<file path="src/rtl/speed_pkg.sv">
// Types and constants shared between the playback speed controller and its
// consumer, the sample-rate generator.
package speed_pkg;

    typedef logic [31:0] period_t;

    typedef enum logic {
        SRG_IDLE = 1'b0,
        SRG_RUN  = 1'b1
    } srg_state_t;

    localparam period_t DEFAULT_SPEED = period_t'(3472);

    // Unsigned compare: every 32-bit word, including all-ones, is a legal period.
    function automatic period_t clamp_period(input period_t div, input period_t min_div);
        return (div < min_div) ? min_div : div;
    endfunction

endpackage

</file>
<file path="src/rtl/period_counter.sv">
// Loadable down-counter for one sample period: loads clamp(div_count)-1,
// flags terminal count at zero and reloads from the live div_count there.
module period_counter
    import speed_pkg::*;
#(
    parameter int unsigned MIN_DIV = 2
) (
    input  logic        clk,
    input  logic        reset_n,
    input  logic        load,
    input  logic        run,
    input  logic [31:0] div_count,
    output logic [31:0] clamped,
    output logic        tc
);

    period_t count_q;
    period_t count_d;

    always_comb begin
        clamped = clamp_period(div_count, period_t'(MIN_DIV));
        tc      = (count_q == '0);
    end

    always_comb begin
        count_d = count_q;
        if (load) begin
            count_d = clamped - 1'b1;
        end else if (run) begin
            count_d = tc ? (clamped - 1'b1) : (count_q - 1'b1);
        end
    end

    always_ff @(posedge clk or negedge reset_n) begin
        if (!reset_n) begin
            count_q <= '0;
        end else begin
            count_q <= count_d;
        end
    end

endmodule

</file>
<file path="src/rtl/sample_rate_gen.sv">
// Turns the div_count period word into a req/ack sample-request strobe and
// counts missed acknowledgements. Optional debug output: SRG_TOGGLE_OUT_EN.
module sample_rate_gen
    import speed_pkg::*;
#(
    parameter int unsigned MIN_DIV = 2,
    parameter int unsigned MISS_W  = 8
) (
    input  logic              clk,
    input  logic              reset_n,
    input  logic [31:0]       div_count,
    input  logic              start,
    input  logic              stop,
    input  logic              sample_ack,
    output logic              sample_req,
    output logic              running,
    output logic [31:0]       active_period,
`ifdef SRG_TOGGLE_OUT_EN
    output logic              tick_toggle,
`endif
    output logic              overrun,
    output logic [MISS_W-1:0] missed
);

    srg_state_t        state_q, state_d;
    logic              req_q, req_d;
    logic              running_q, running_d;
    period_t           active_period_q, active_period_d;
    logic              overrun_q, overrun_d;
    logic [MISS_W-1:0] missed_q, missed_d;

    logic              load;
    logic              run_en;
    logic              tick;
    period_t           clamped;
    logic              tc;

    period_counter #(
        .MIN_DIV (MIN_DIV)
    ) u_period_counter (
        .clk       (clk),
        .reset_n   (reset_n),
        .load      (load),
        .run       (run_en),
        .div_count (div_count),
        .clamped   (clamped),
        .tc        (tc)
    );

    always_comb begin
        state_d         = state_q;
        req_d           = req_q;
        active_period_d = active_period_q;
        overrun_d       = overrun_q;
        missed_d        = missed_q;
        load            = 1'b0;
        run_en          = 1'b0;
        tick            = 1'b0;

        case (state_q)
            SRG_IDLE: begin
                req_d = 1'b0;
                if (!stop && start) begin
                    state_d         = SRG_RUN;
                    load            = 1'b1;
                    active_period_d = clamped;
                end
            end
            SRG_RUN: begin
                // stop beats a tick due on the same edge
                if (stop) begin
                    state_d = SRG_IDLE;
                    req_d   = 1'b0;
                end else begin
                    run_en = 1'b1;
                    if (tc) begin
                        tick            = 1'b1;
                        active_period_d = clamped;
                        req_d           = 1'b1;
                        if (req_q && !sample_ack) begin
                            overrun_d = 1'b1;
                            if (missed_q != '1) begin
                                missed_d = missed_q + 1'b1;
                            end
                        end
                    end else if (sample_ack) begin
                        req_d = 1'b0;
                    end
                end
            end
            default: begin
                state_d = SRG_IDLE;
                req_d   = 1'b0;
            end
        endcase

        running_d = (state_d == SRG_RUN);
    end

    always_ff @(posedge clk or negedge reset_n) begin
        if (!reset_n) begin
            state_q         <= SRG_IDLE;
            req_q           <= 1'b0;
            running_q       <= 1'b0;
            active_period_q <= period_t'(MIN_DIV);
            overrun_q       <= 1'b0;
            missed_q        <= '0;
        end else begin
            state_q         <= state_d;
            req_q           <= req_d;
            running_q       <= running_d;
            active_period_q <= active_period_d;
            overrun_q       <= overrun_d;
            missed_q        <= missed_d;
        end
    end

`ifdef SRG_TOGGLE_OUT_EN
    logic toggle_q, toggle_d;

    always_comb begin
        toggle_d = toggle_q ^ tick;
    end

    always_ff @(posedge clk or negedge reset_n) begin
        if (!reset_n) begin
            toggle_q <= 1'b0;
        end else begin
            toggle_q <= toggle_d;
        end
    end

    assign tick_toggle = toggle_q;
`endif

    assign sample_req    = req_q;
    assign running       = running_q;
    assign active_period = active_period_q;
    assign overrun       = overrun_q;
    assign missed        = missed_q;

endmodule

</file>
<file path="config.mk">
export PLATFORM = sky130hd
export DESIGN_NAME = sample_rate_gen
export DESIGN_NICKNAME = d
export VERILOG_FILES = /design/src/rtl/speed_pkg.sv /design/src/rtl/period_counter.sv /design/src/rtl/sample_rate_gen.sv
export SDC_FILE = /design/constraint.sdc
export NUM_CORES = 1
export LEC_CHECK = 0
export CAP_MARGIN = 20
export CORE_MARGIN = 2
export CORE_UTILIZATION = 48
export CTS_CLUSTER_SIZE = 20
export DETAILED_ROUTE_END_ITERATION = 10
export GPL_TIMING_DRIVEN = 0
export HOLD_SLACK_MARGIN = 0.03
export PLACE_DENSITY = 0.77
export REMOVE_ABC_BUFFERS = 1
export SYNTH_ARGS = -nofsm -noshare
export SYNTH_HDL_FRONTEND = slang
export SYNTH_SLANG_ARGS = --single-unit
export TNS_END_PERCENT = 100
</file>
<file path="constraint.sdc">
create_clock -name clk -period 2.22 [get_ports clk]
set_input_delay 0.444 -clock clk [delete_from_list [all_inputs] [get_ports clk]]
set_output_delay 0.444 -clock clk [all_outputs]
set_load 0.02 [all_outputs]
</file>
==> results by stage, run 1 <==
Setup path:
- STA classifies the critical path endpoint as a flip-flop.
- The arrival time of data at the critical path endpoint is 3030 ps.
- The startpoint type of the worst setup path is an input port.
- By startpoint and endpoint, the worst setup path is classified as in -> reg.
- Along the worst path, the maximum fanout reaches 4.
- The worst path required time is 2460 ps.

Floorplanning:
- From left edge to right edge, the die measures 101.5 um.
- In this run the standard cell core region covers 0.009240 mm2.
- Once the floorplan was initialized, standard cells occupied 49.34% of the core.
- The height of the die is 101.5 um.
- The cell row count is 35.
- The full die area is 0.01029 mm2.
- The top-level port count is 80.

Clocking:
- The clock insertion delay at the later pin of the skew report is 370 ps.
- The number of buffers inserted during clock tree synthesis is 9.
- The buffer cell driving the clock tree root is clkbuf_8.
- TritonCTS built the clock tree.
- The register clock-pin slew on the reported worst setup and hold paths is 90 ps.
- The clock passes through at most 2 buffers.
- The H-tree was split into 3 levels.
- Counting every sink on the clock net gives 75.

Synthesis:
- In this run the cell area of the synthesized design comes to 0.004559 mm2.
- The distinct cell type count of the synthesized netlist is 70.
- For this run, asynchronously set or reset flops after synthesis account for 100.0%.
- The count of flip-flops with a built-in enable after synthesis is 0.
- The total of warnings raised by yosys is 0.
- The mean instance size in the synthesized netlist is 8.603 um2.
- By area the synthesized netlist is led by dfrtp_1 41%, nand2_1 11%, xnor2_1 3.6%, nor2_1 3.0%, xor2_1 2.3%.
- Synthesis produced 530 cells.
- The largest total area in the synthesized netlist belongs to dfrtp_1.
- Sequential elements use 41.19% of the synthesized area.
- The area fraction of the dominant cell type after synthesis is 40.61%.
- The prevailing post-synth register cell is dfrtp_1.
- The synthesized design contains 75 register bits.

STA:
- Static timing analysis puts the maximum clock frequency at 0.3590 GHz.
- The normalized max-slew margin is 59.60%.
- The slew at the pin with the worst max-slew slack is 605.4 ps.
- Dividing the final minimum period by the clock period gives 125.5%.
- The post-route worst hold slack is 284.3 ps.
- Setup violations remaining at the end of the flow were counted as 29.
- The setup clock skew after layout is 15.87 ps.
- Once routing completed, OpenROAD measured the worst setup slack at -565.5 ps.
- The count of endpoints failing hold in the final timing report came to 0.
- The smallest clock period supported by the final layout is computed as 2785 ps.
- Setup repair after global routing could not meet its margin everywhere.
- The number of pins exceeding their max-slew limit in the final report came to 0.

Global route:
- The via count of the first global-routing pass is 4765.
- The wire length of the first global-routing pass is 23.35 mm.
- The total overflow reported by the global router is 0.
- Entering global routing, the biggest net connects 54 pins.
- The initial antenna violation count is 0.
- Global routing used 28.77% of the available tracks.

Finish:
- The finished cells cover 0.006606 mm2.
- In the layout the commonest cells are 122 x nand2_1, 73 x dfrtp_1, 51 x clkdlybuf4s50_1, 40 x buf_4, 31 x nor2_1.
- The total inserted antenna cells is 0.
- The most common cell after layout, fill and taps aside is nand2_1.
- Cells with a size suffix above 1 make up 25.99% of the layout.
- The count of filler cells inserted in the layout is 653.
- The relative area change from synthesis to final layout is 44.90%.
- The number of nets in the finished design is 694.
- The final standard cell count with taps included and fillers excluded is 787.
- At the end of the flow the core is filled with cells to 71.50%.

Detailed routing:
- The DRC violations left is 0.
- The via density per instance is 6.236.
- The initial detailed-routing violation count is 481.
- The via total after detailed routing is 4908.
- The wire length per cell after detailed routing is 19.86 um.
- The count of nets left with antenna violations once routing finished came out at 0.
- The length of the first detailed-routing pass in iterations is 7.
- The total detailed-routing wirelength is 15.63 mm.

Outcome:
- The flow ran to the end, but the final reports show violations.
- The checks that failed: negative setup slack.

Pwr:
- In this run the power density over the cells is 666.2 mW/mm2.
- The reported net switching power is 1544 uW.
- In this run the static leakage power is 0.002724 uW.
- The worst-case IR drop observed on VDD is 519.2 uV.
- In this run switching power makes up 35.08% of total power.
- Cell internal power was estimated by the tool at 2858 uW.
- The share of power burned in the clock network is 26.3%.
- The combinational power share is 30.2%.
- The portion of total power attributed to sequential cells is 43.5%.

Run:
- The number of maximum-capacitance constraint violations is 0.

Placement:
- In this run, placement finished with an instance count of 719.
- After detailed placement, the total cell area comes to 0.005482 mm2.
- The final HPWL from detailed placement is 9.280 mm.
- The pre-CTS worst setup slack is -2354 ps.
- During placement, the flow inserted port buffers numbering 79.
- The placer's final routability congestion estimate is 0.9244.

Worst hold path:
- The worst hold path belongs to the class in -> reg.
metal layers:
| layer | track usage [%] | vias up | wire [um] |
|---|---|---|---|
| met2 | 46.26 | 311 | 7488 |
| met3 | 6.487 | 53 | 1302 |
| li1 | - | 2165 | - |
| met1 | 37.65 | 2379 | 6289 |
| met5 | 0 | - | 0 |
| met4 | 11.95 | 0 | 548 |
synthesized netlist by cell type (7+ instances only):
library cell,n
nand4_1,15
dfrtp_1,74
nor3_1,16
nor2_1,36
xor2_1,12
mux2i_1,8
nand3_1,17
xnor2_1,19
nor4_1,16
a21oi_1,16
o21ai_0,17
nand2_1,131
a31oi_1,7
inv_1,10
clkbuf_1,13
worst paths after layout:
check	start	endpoint	slack, ps	cells past startpoint
setup / recovery	div_count[28]	u_period_counter.count_q[30]	-570	13
hold / removal	div_count[26]	active_period[26]	280	3
setup reg to reg	u_period_counter.count_q[23]	u_period_counter.count_q[20]	-140	5
hold reg to reg	overrun	overrun	470	2
max in group asynchronous	reset_n	u_period_counter.count_q[23]	1110	3
min in group asynchronous	reset_n	u_period_counter.count_q[0]	510	2
layout make-up:
| type | count | area [um2] | share of cell area, % |
|---|---|---|---|
| Multi-Input combinational cell | 424 | 3029 | 45.85 |
| Sequential cell | 75 | 1879 | 28.45 |
| Timing Repair Buffer | 133 | 1282 | 19.41 |
| Clock buffer | 12 | 165.2 | 2.500 |
| Tap cell | 129 | 161.4 | 2.443 |
| Clock inverter | 4 | 47.55 | 0.7197 |
| Inverter | 10 | 41.29 | 0.6250 |
worst max-delay path, stage by stage:
cell       delay [ps]
buf_8              90
or4_4             530
and2b_2           270
nand3_4            90
nand3b_1          220
o21ai_2           220
ha_4              210
and3_4            230
buf_6             140
nand4_1           150
xnor2_2           210
a2bb2oi_2         120
o21ai_1            80
power by group through the flow:
| stage | Combinational, uW | Clock, uW | Sequential, uW |
|---|---|---|---|
| after floorplan | 451 | 0 | 2010 |
| after global placement | 1110 | 0 | 1890 |
| after detailed placement | 1150 | 0 | 1890 |
| after CTS | 1250 | 1150 | 1880 |
| after global routing | 1430 | 1200 | 1950 |
| final | 1330 | 1160 | 1920 |
metrics by stage:
| step | setup TNS, ps | power (uW) |
|---|---|---|
| 2_1_floorplan | -51270 | 2465 |
| 3_3_place_gp | -307980 | 2992 |
| 3_5_place_dp | -86250 | 3046 |
| 4_1_cts | -6714 | 4269 |
| 5_1_grt | -11480 | 4589 |
| 6_report | -8222 | 4401 |
kinds of logic (layout without fill, tap and decap cells):
logic type	after synthesis	count (layout)	share of synthesized area, %
AO/OA/AOI/OAI	91	91	14.05
XOR/XNOR	31	31	5.955
adder cells (fa/ha/maj)	4	4	1.098
buffers and inverters	32	159	3.485
flip-flops	75	75	41.19
multiplexers	9	9	2.003
AND/OR/NAND/NOR	288	289	32.22
timing repair:
action / 4_1_cts / 5_1_grt
pin swaps: 36 / 39
resized for setup: 128 / 59
endpoints found under the setup margin: 74 / 51
buffers inserted: 34 / 15
hold buffers: 1 / 0
cloned: 1 / 1
hold endpoints to repair: 22 / 0
state kept, by name (all words and copies together), names as in the netlist:
register and cells:
u_period_counter.count_q 32, sample_req 1, running 1, overrun 1, active_period 32, missed 8
Note: power is estimated with default switching activity, not from simulation.
==> inputs of run 2 (changes only) <==
Settings changed: SETUP_SLACK_MARGIN set to 0.5.
==> run 2 against run 1 <==
Net effect:
- the flow still finishes with violations (negative setup slack)
- setup slack got worse by 100 ps
- sequential cell count did not move
- design area rose by 14%
- combinational power rose by 15%
- via count rose by 15%
- fmax fell by 3.6%
- non-clock buffer count rose by 40
- routed wire length rose by 36%
- cell count rose by 5.1%
- clock skew barely moved
- clock power barely moved
==> results by stage, run 2 (synthesis results as in run 1) <==
Detailed routing:
- Wires add up to 21.19 mm.
- In the routed layout, each cell is associated on average with a via count of 6.832.
- After detailed routing, the number of remaining DRC violations is 0.
- Before antenna repair, the detailed router went through 7 iterations.
- The remaining antenna violation count after routing is 0.
- After detailed routing, the average wire length per cell comes to 25.62 um.
- Across all layers, the routed design uses 5650 vias.
- In this run, the number of DRC markers left after iteration 0 of detailed routing was 751.

Global route:
- Global routing finished with a remaining overflow of 0.
- For this run, the total global-route usage over all layers was measured as 34.86%.
- The via count of the first global-routing pass is 5184.
- The initial antenna violation count was 0.
- Entering global routing, the biggest net connects 54 pins.
- The wire length of the first global-routing pass is 27.72 mm.

STA:
- The post-route worst hold slack is 277.3 ps.
- Derived from the worst setup path, the maximum achievable clock frequency is 0.3462 GHz.
- For the final routed database, the setup TNS stands at -13350 ps.
- On the final layout, the worst clock skew is 15.39 ps.
- The number of pins exceeding their max-slew limit in the final report is 0.
- The count of endpoints failing hold in the final timing report is 0.
- Setup repair after global routing could not meet its margin everywhere.
- The worst path in the final design needs a cycle of 2888 ps, including I/O delays and setup.
- Across all setup checks in the final design, the least slack found is -668.3 ps.
- The slew at the pin with the worst max-slew slack is 721.0 ps.
- Setup violations remaining at the end of the flow were counted as 62.
- The ratio of final minimum period to clock period is 130.1%.
- The normalized max-slew margin is 51.26%.

Pwr:
- The post-route total power is 4684 uW.
- The worst voltage drop across the vdd grid is 483.0 uV.
- The cell leakage power is 0.003274 uW.
- The ratio of total power to cell area is 620.9 mW/mm2.

Setup path:
- The critical path is of the in -> reg type.
- Across all register-to-register paths, the minimum setup slack is -580 ps.
- The element type at the critical path end is a flip-flop.
- The critical path's slowest cell is or4_4.
- For the worst flop-to-flop path, the logic depth is 8.
- The source of the worst register-to-register timing path is u_period_counter.count_q[0].
- Of all nets on the critical path, the largest fanout is 4.
- The first element of the critical path is div_count[26].
- In this design, the stage delay of the slowest critical-path cell is 510 ps.
- The endpoint identified for the worst register-to-register timing path is u_period_counter.count_q[26].
- At the worst endpoint, the required time is 2510 ps.
- Walking the worst path, the cells encountered are buf_6, or4_4, and2b_2, nand3_4, nand3b_1, o21ai_2, ha_4, nand3_4, or3_1, xnor2_2, mux2i_1, a21oi_1.
- The most numerous cell on the critical path is nand3_4.
- STA puts the critical path data arrival time at 3180 ps.
- STA classifies the critical path startpoint as an input port.

Finish:
- The library cell used most frequently in the layout, excluding fill and tap cells, is nand2_1.
- The number of nets in the finished design is 734.
- The core utilization of the finished layout is 81.64%.
- The count of filler cells inserted in the layout is 465.
- Summing all multi-input logic gate instances after layout gives 0.003425 mm2.
- In the layout the commonest cells are 74 x nand2_1, 73 x dfrtp_1, 53 x dlygate4sd2_1, 51 x buf_4, 42 x nand2_2.
- Registers take 0.001879 mm2.
- The final standard cell count with taps included and fillers excluded is 827.
- The number of antenna diodes in the final layout is 0.
- The post-route netlist has 41.40% of its cells at a drive strength greater than 1.
- The relative area change from synthesis to final layout is 65.45%.

Clocking:
- After clock tree synthesis, the clock-pin slew on the worst setup and hold paths is 90 ps.
- The tree is rooted in a clkbuf_8.
- TritonCTS built the clock tree.
- The number of levels in the clock H-tree is 3.
- The number of buffers inserted during clock tree synthesis is 9.
- The total clock sinks is 75.
- The clock insertion delay at the later pin of the skew report is 380 ps.
- In this run the deepest clock path goes through 2 buffers.

Floorplanning:
- The die is 101.5 um wide.
- The floorplan step defined a die boundary enclosing 0.01029 mm2.
- For this design the top-level I/O count stands at 80.
- The die is 101.5 um tall.
- The floorplan has 35 rows.
- The standard cell core area is 0.009240 mm2.
- Once the floorplan was initialized, standard cells occupied 49.34% of the core.

Placement:
- The number of placed instances with taps included is 719.
- During placement, the flow inserted port buffers numbering 79.
- The placer's final routability congestion estimate is 0.9244.
- Detailed placement ended at an HPWL of 9.280 mm.

Outcome:
- The checks that failed: negative setup slack.
- The flow ran to the end, but the final reports show violations.

Worst hold path:
- The classification of the worst-slack hold path is in -> reg.
- The startpoint of the most critical hold path is div_count[21].
- The worst hold path passes through 3 cells.
- The worst hold path endpoint is active_period[21].

Run:
- The number of maximum-capacitance constraint violations is 0.
==> run 2: cell types whose count changed in the layout (fill, tap and decap cells not counted), sizes merged <==
cell           change
buf               +46
clkbuf             -1
clkdlybuf4s15      -3
clkdlybuf4s50     -45
dlygate4sd2       +45
dlymetal6s2s       -2
==> run 2: metal layers <==
layer  vias to the layer above  routed length (um)  GRT usage, %
met1                      2652                7099         44.62
met4                         0                1627         16.84
met2                       573                9640         55.99
met3                       179                2823         7.937
met5                         -                   0             0
li1                       2246                   -             -
==> run 2: layout make-up <==
| type | instances | area share (%) |
|---|---|---|
| timing repair buffer | 173 | 24.18 |
| inverter | 10 | 0.5474 |
| sequential | 75 | 24.91 |
| clock buffer | 12 | 2.189 |
| clock inverter | 4 | 0.6303 |
| tap | 129 | 2.140 |
| multi-input combinational | 424 | 45.40 |
==> run 2: worst max path at each step <==
| stage | endpoint | slack (ps) | cells after the start |
|---|---|---|---|
| after floorplan | u_period_counter.count_q[31] | -1130 | 7 |
| after global placement | u_period_counter.count_q[31] | -2910 | 6 |
| final | u_period_counter.count_q[10] | -670 | 12 |
| after CTS | u_period_counter.count_q[30] | -510 | 13 |
| after detailed placement | u_period_counter.count_q[28] | -2350 | 12 |
| after global routing | u_period_counter.count_q[26] | -820 | 8 |
==> run 2: report_power, final <==
| group | switching, uW | leakage [uW] | internal [uW] |
|---|---|---|---|
| Sequential | 324 | 0.000905 | 1630 |
| Combinational | 903 | 0.00226 | 631 |
| Clock | 583 | 0.000108 | 608 |
| Total | 1810 | 0.00327 | 2870 |
==> run 2: metrics by stage <==
| stage | instance area [um2] | setup WS [ps] |
|---|---|---|
| 2_1_floorplan | 4438 | -1126 |
| 3_3_place_gp | 5390 | -2911 |
| 3_5_place_dp | 5482 | -2354 |
| 4_1_cts | 6862 | -508.5 |
| 5_1_grt | 7543 | -817.0 |
| 6_report | 7543 | -668.3 |
==> run 2: worst max-delay path: cells and delay by family <==
family	cells	cell delay (ps)
AO/OA/AOI/OAI	2	450
XOR/XNOR	1	210
adder cells (fa/ha/maj)	1	220
buffers and inverters	1	110
multiplexers	1	130
AND/OR/NAND/NOR	6	1600
==> run 2: repair_timing <==
| item | in CTS | in global routing |
|---|---|---|
| setup buffers | 57 | 26 |
| cloned | 7 | 1 |
| hold buffers | 1 | 0 |
| gates resized for setup | 289 | 97 |
| pin swaps | 81 | 60 |
| endpoints found under the hold margin | 22 | 0 |
| endpoints found under the setup margin | 118 | 75 |
==> inputs of run 3 (changes only) <==
Settings changed: REMOVE_ABC_BUFFERS 1 to unset, SLEW_MARGIN set to 20.
==> run 3 against run 2 <==
Net effect:
- the flow still finishes with violations (negative setup slack)
- count of clock-buffer cells in the layout fell by 2
- combinational power fell by 11%
- routed wire length fell by 15%
- first-iteration DRC count fell by 36%
- global-route usage fell by 1.7 points
- hold slack got worse by 240 ps
- total power fell by 8.4%
- die area did not move
- sequential power fell by 2%
- design area fell by 4.2%
- largest cell class unchanged
==> results by stage, run 3 (synthesis results as in run 1) <==
Detailed routing:
- The length of the first detailed-routing pass in iterations is 5.
- After the first detailed-routing iteration, the DRC count stood at 481.
- The via total after detailed routing is 5218.
- Summed over all layers, the routed wires come to 17.96 mm.
- Dividing the detail-routed wire length by the instance count gives 21.77 um.
- The remaining antenna violation count after routing is 0.
- The via density per instance is 6.325.
- In the routed design, unresolved DRC markers number 0.

STA:
- For this run, the top clock speed supported by timing is 0.3541 GHz.
- The count of endpoints failing hold in the final timing report is 0.
- For the pin with the worst max-slew slack, the measured transition is 644.0 ps.
- Setup repair after global routing could not meet its margin everywhere.
- The final setup violation count is 60.
- The post-route worst hold slack is 38.10 ps.
- For the finished layout, the period the worst path requires is 2824 ps.
- The number of pins exceeding their max-slew limit in the final report came to 0.
- In this run the tightest slew margin relative to its limit is 56.96%.
- Across the routed clock network, the largest skew measured is 8.573 ps.
- Once routing completed, OpenROAD measured the worst setup slack at -604.1 ps.
- The ratio of final minimum period to clock period is 127.2%.

Setup path:
- Counting stages on the worst path, the most repeated cell is nand3_4.
- The startpoint type of the worst setup path is an input port.
- The highest net fanout along the worst path is 6.
- The kind of critical path is in -> reg.
- The critical path goes through dlygate4sd2_1, nor2_4, and4b_1, clkbuf_8, nand3_4, nand3b_1, o21ai_2, ha_4, nand3_4, buf_6, nor3b_4, xor2_1, nand2_1, o311ai_0.
- The element type at the critical path end is a flip-flop.
- On the worst path, the slowest cell contributes a delay of 310 ps.
- The number of buffers and inverters on the critical path is 3.
- At the worst endpoint, the required time is 2460 ps.
- The critical path's slowest cell is dlygate4sd2_1.
- At the worst endpoint, the arrival time is 3060 ps.
- The cell family contributing the most delay on the critical path is simple AND/OR/NAND/NOR gates.

Floorplanning:
- The floorplan has 35 rows.
- The x dimension of the die is 101.5 um.
- The floorplan step set the die height to 101.5 um.
- The top-level port count is 80.
- The total area inside the core boundary comes to 0.009240 mm2.
- The full die area is 0.01029 mm2.
- For this configuration, the core starts out at a cell density of 49.34%.

Global route:
- The via count of the first global-routing pass came to 5007.
- Entering global routing, the biggest net connects 40 pins.
- Global routing finished with a remaining overflow of 0.
- Global routing used 33.16% of the available tracks.
- The initial antenna violation count was 0.
- The wire length of the first global-routing pass is 26.30 mm.

Clocking:
- The number of levels in the clock H-tree is 3.
- The clock drives 75 sinks.
- After clock tree synthesis, the clock-pin slew on the worst setup and hold paths is 90 ps.
- The clock tree from TritonCTS is built.
- The clock insertion delay at the later pin of the skew report is 370 ps.
- In this run, CTS created clock tree buffers numbering 9.
- The buffer cell driving the clock tree root is clkbuf_8.
- The largest buffer count on any clock path is 2.

Finish:
- Once layout is complete, the utilization of the core stands at 78.21%.
- Counting the fill cells in the layout gives 588.
- The top cell types in the final layout, fill and taps aside, are 86 x nand2_1, 71 x dfrtp_1, 50 x dlygate4sd2_1, 48 x buf_4.
- The total inserted antenna cells is 0.
- In the final design database the tool counted 732 nets.
- Compared with the post-synthesis result, the final layout area differs by 58.51%.
- The multi-input logic area is 0.003311 mm2.
- Cells with a size suffix above 1 make up 38.65% of the layout.
- Registers take 0.001882 mm2.
- The most common cell after layout, fill and taps aside is nand2_1.

Outcome:
- The final reports fail on negative setup slack.
- The run finished, with violations left.

Placement:
- Before CTS, the worst setup slack after placement is -1599 ps.
- The congestion estimate from routability-driven global placement came to 0.9643.
- The final HPWL from detailed placement is 10.42 mm.
- The port buffer count is 77.

Synthesis:
- The total nets after synthesis is 571.

Pwr:
- The cell leakage power is 0.003208 uW.
- The worst-case IR drop observed on VDD is 531.9 uV.
- Dividing total power by cell area gives a power density of 593.7 mW/mm2.

Run:
- The number of maximum-capacitance constraint violations is 0.

Worst hold path:
- The path class of the tightest hold or removal check is in -> async.
[run 3: final cells by class]
type / count / area share, %
inverters: 10 / 0.5886
clock buffers: 10 / 1.766
clock inverters: 6 / 0.5886
plain buffers: 22 / 3.289
flip-flops and latches: 75 / 26.04
well taps: 129 / 2.233
repair buffers: 150 / 19.68
multi-input cells: 423 / 45.81
[run 3: timing repair]
item	4_1_cts	5_1_grt
cloned	5	1
setup buffers	46	20
pin swaps	41	35
endpoints found under the setup margin	118	74
hold buffers	0	0
gates resized for setup	241	92
[run 3: worst register-to-register path, stage by stage (launching register included)]
cell and delay [ps]:
dfrtp_1 450, inv_1 110, ha_1 190, nor4b_1 430, nand2b_1 270, nor2_2 400
nand2_1 140, a211oi_1 300, o22ai_1 120
[run 3: layer usage]
metal / wire length [um] / track usage [%] / up-vias
met5: 0 / 0 / -
met4: 769 / 15.80 / 0
met3: 1940 / 6.901 / 86
met2: 8471 / 52.78 / 403
met1: 6777 / 43.42 / 2502
li1: - / - / 2227
[run 3: worst paths after layout]
check	from	to	slack, ps	cells after the start
worst max-delay path	div_count[12]	u_period_counter.count_q[12]	-600	14
worst min-delay path	reset_n	u_period_counter.count_q[8]	40	1
worst min register to register	overrun	overrun	470	2
worst max register to register	u_period_counter.count_q[0]	u_period_counter.count_q[22]	-320	8
max in group asynchronous	reset_n	active_period[1]	1530	2
min in group clk	div_count[21]	active_period[21]	280	3
[run 3: stage by stage]
stage               setup TNS (ps)  total power, uW  area [um2]  instances
finish                      -12850             4291        7227        825
global route                -18170             4463        7227        825
CTS                          -6634             4130        6778        804
detailed placement          -42510             3107        5746        737
global placement           -190070             3071        5728        736
floorplan                    -7177             2530        4796        530
[run 3: where the power goes]
group          switching (uW)  total [uW]  internal, uW
logic                     778        1360           579
registers                 286        1920          1640
clock network             602        1010           409
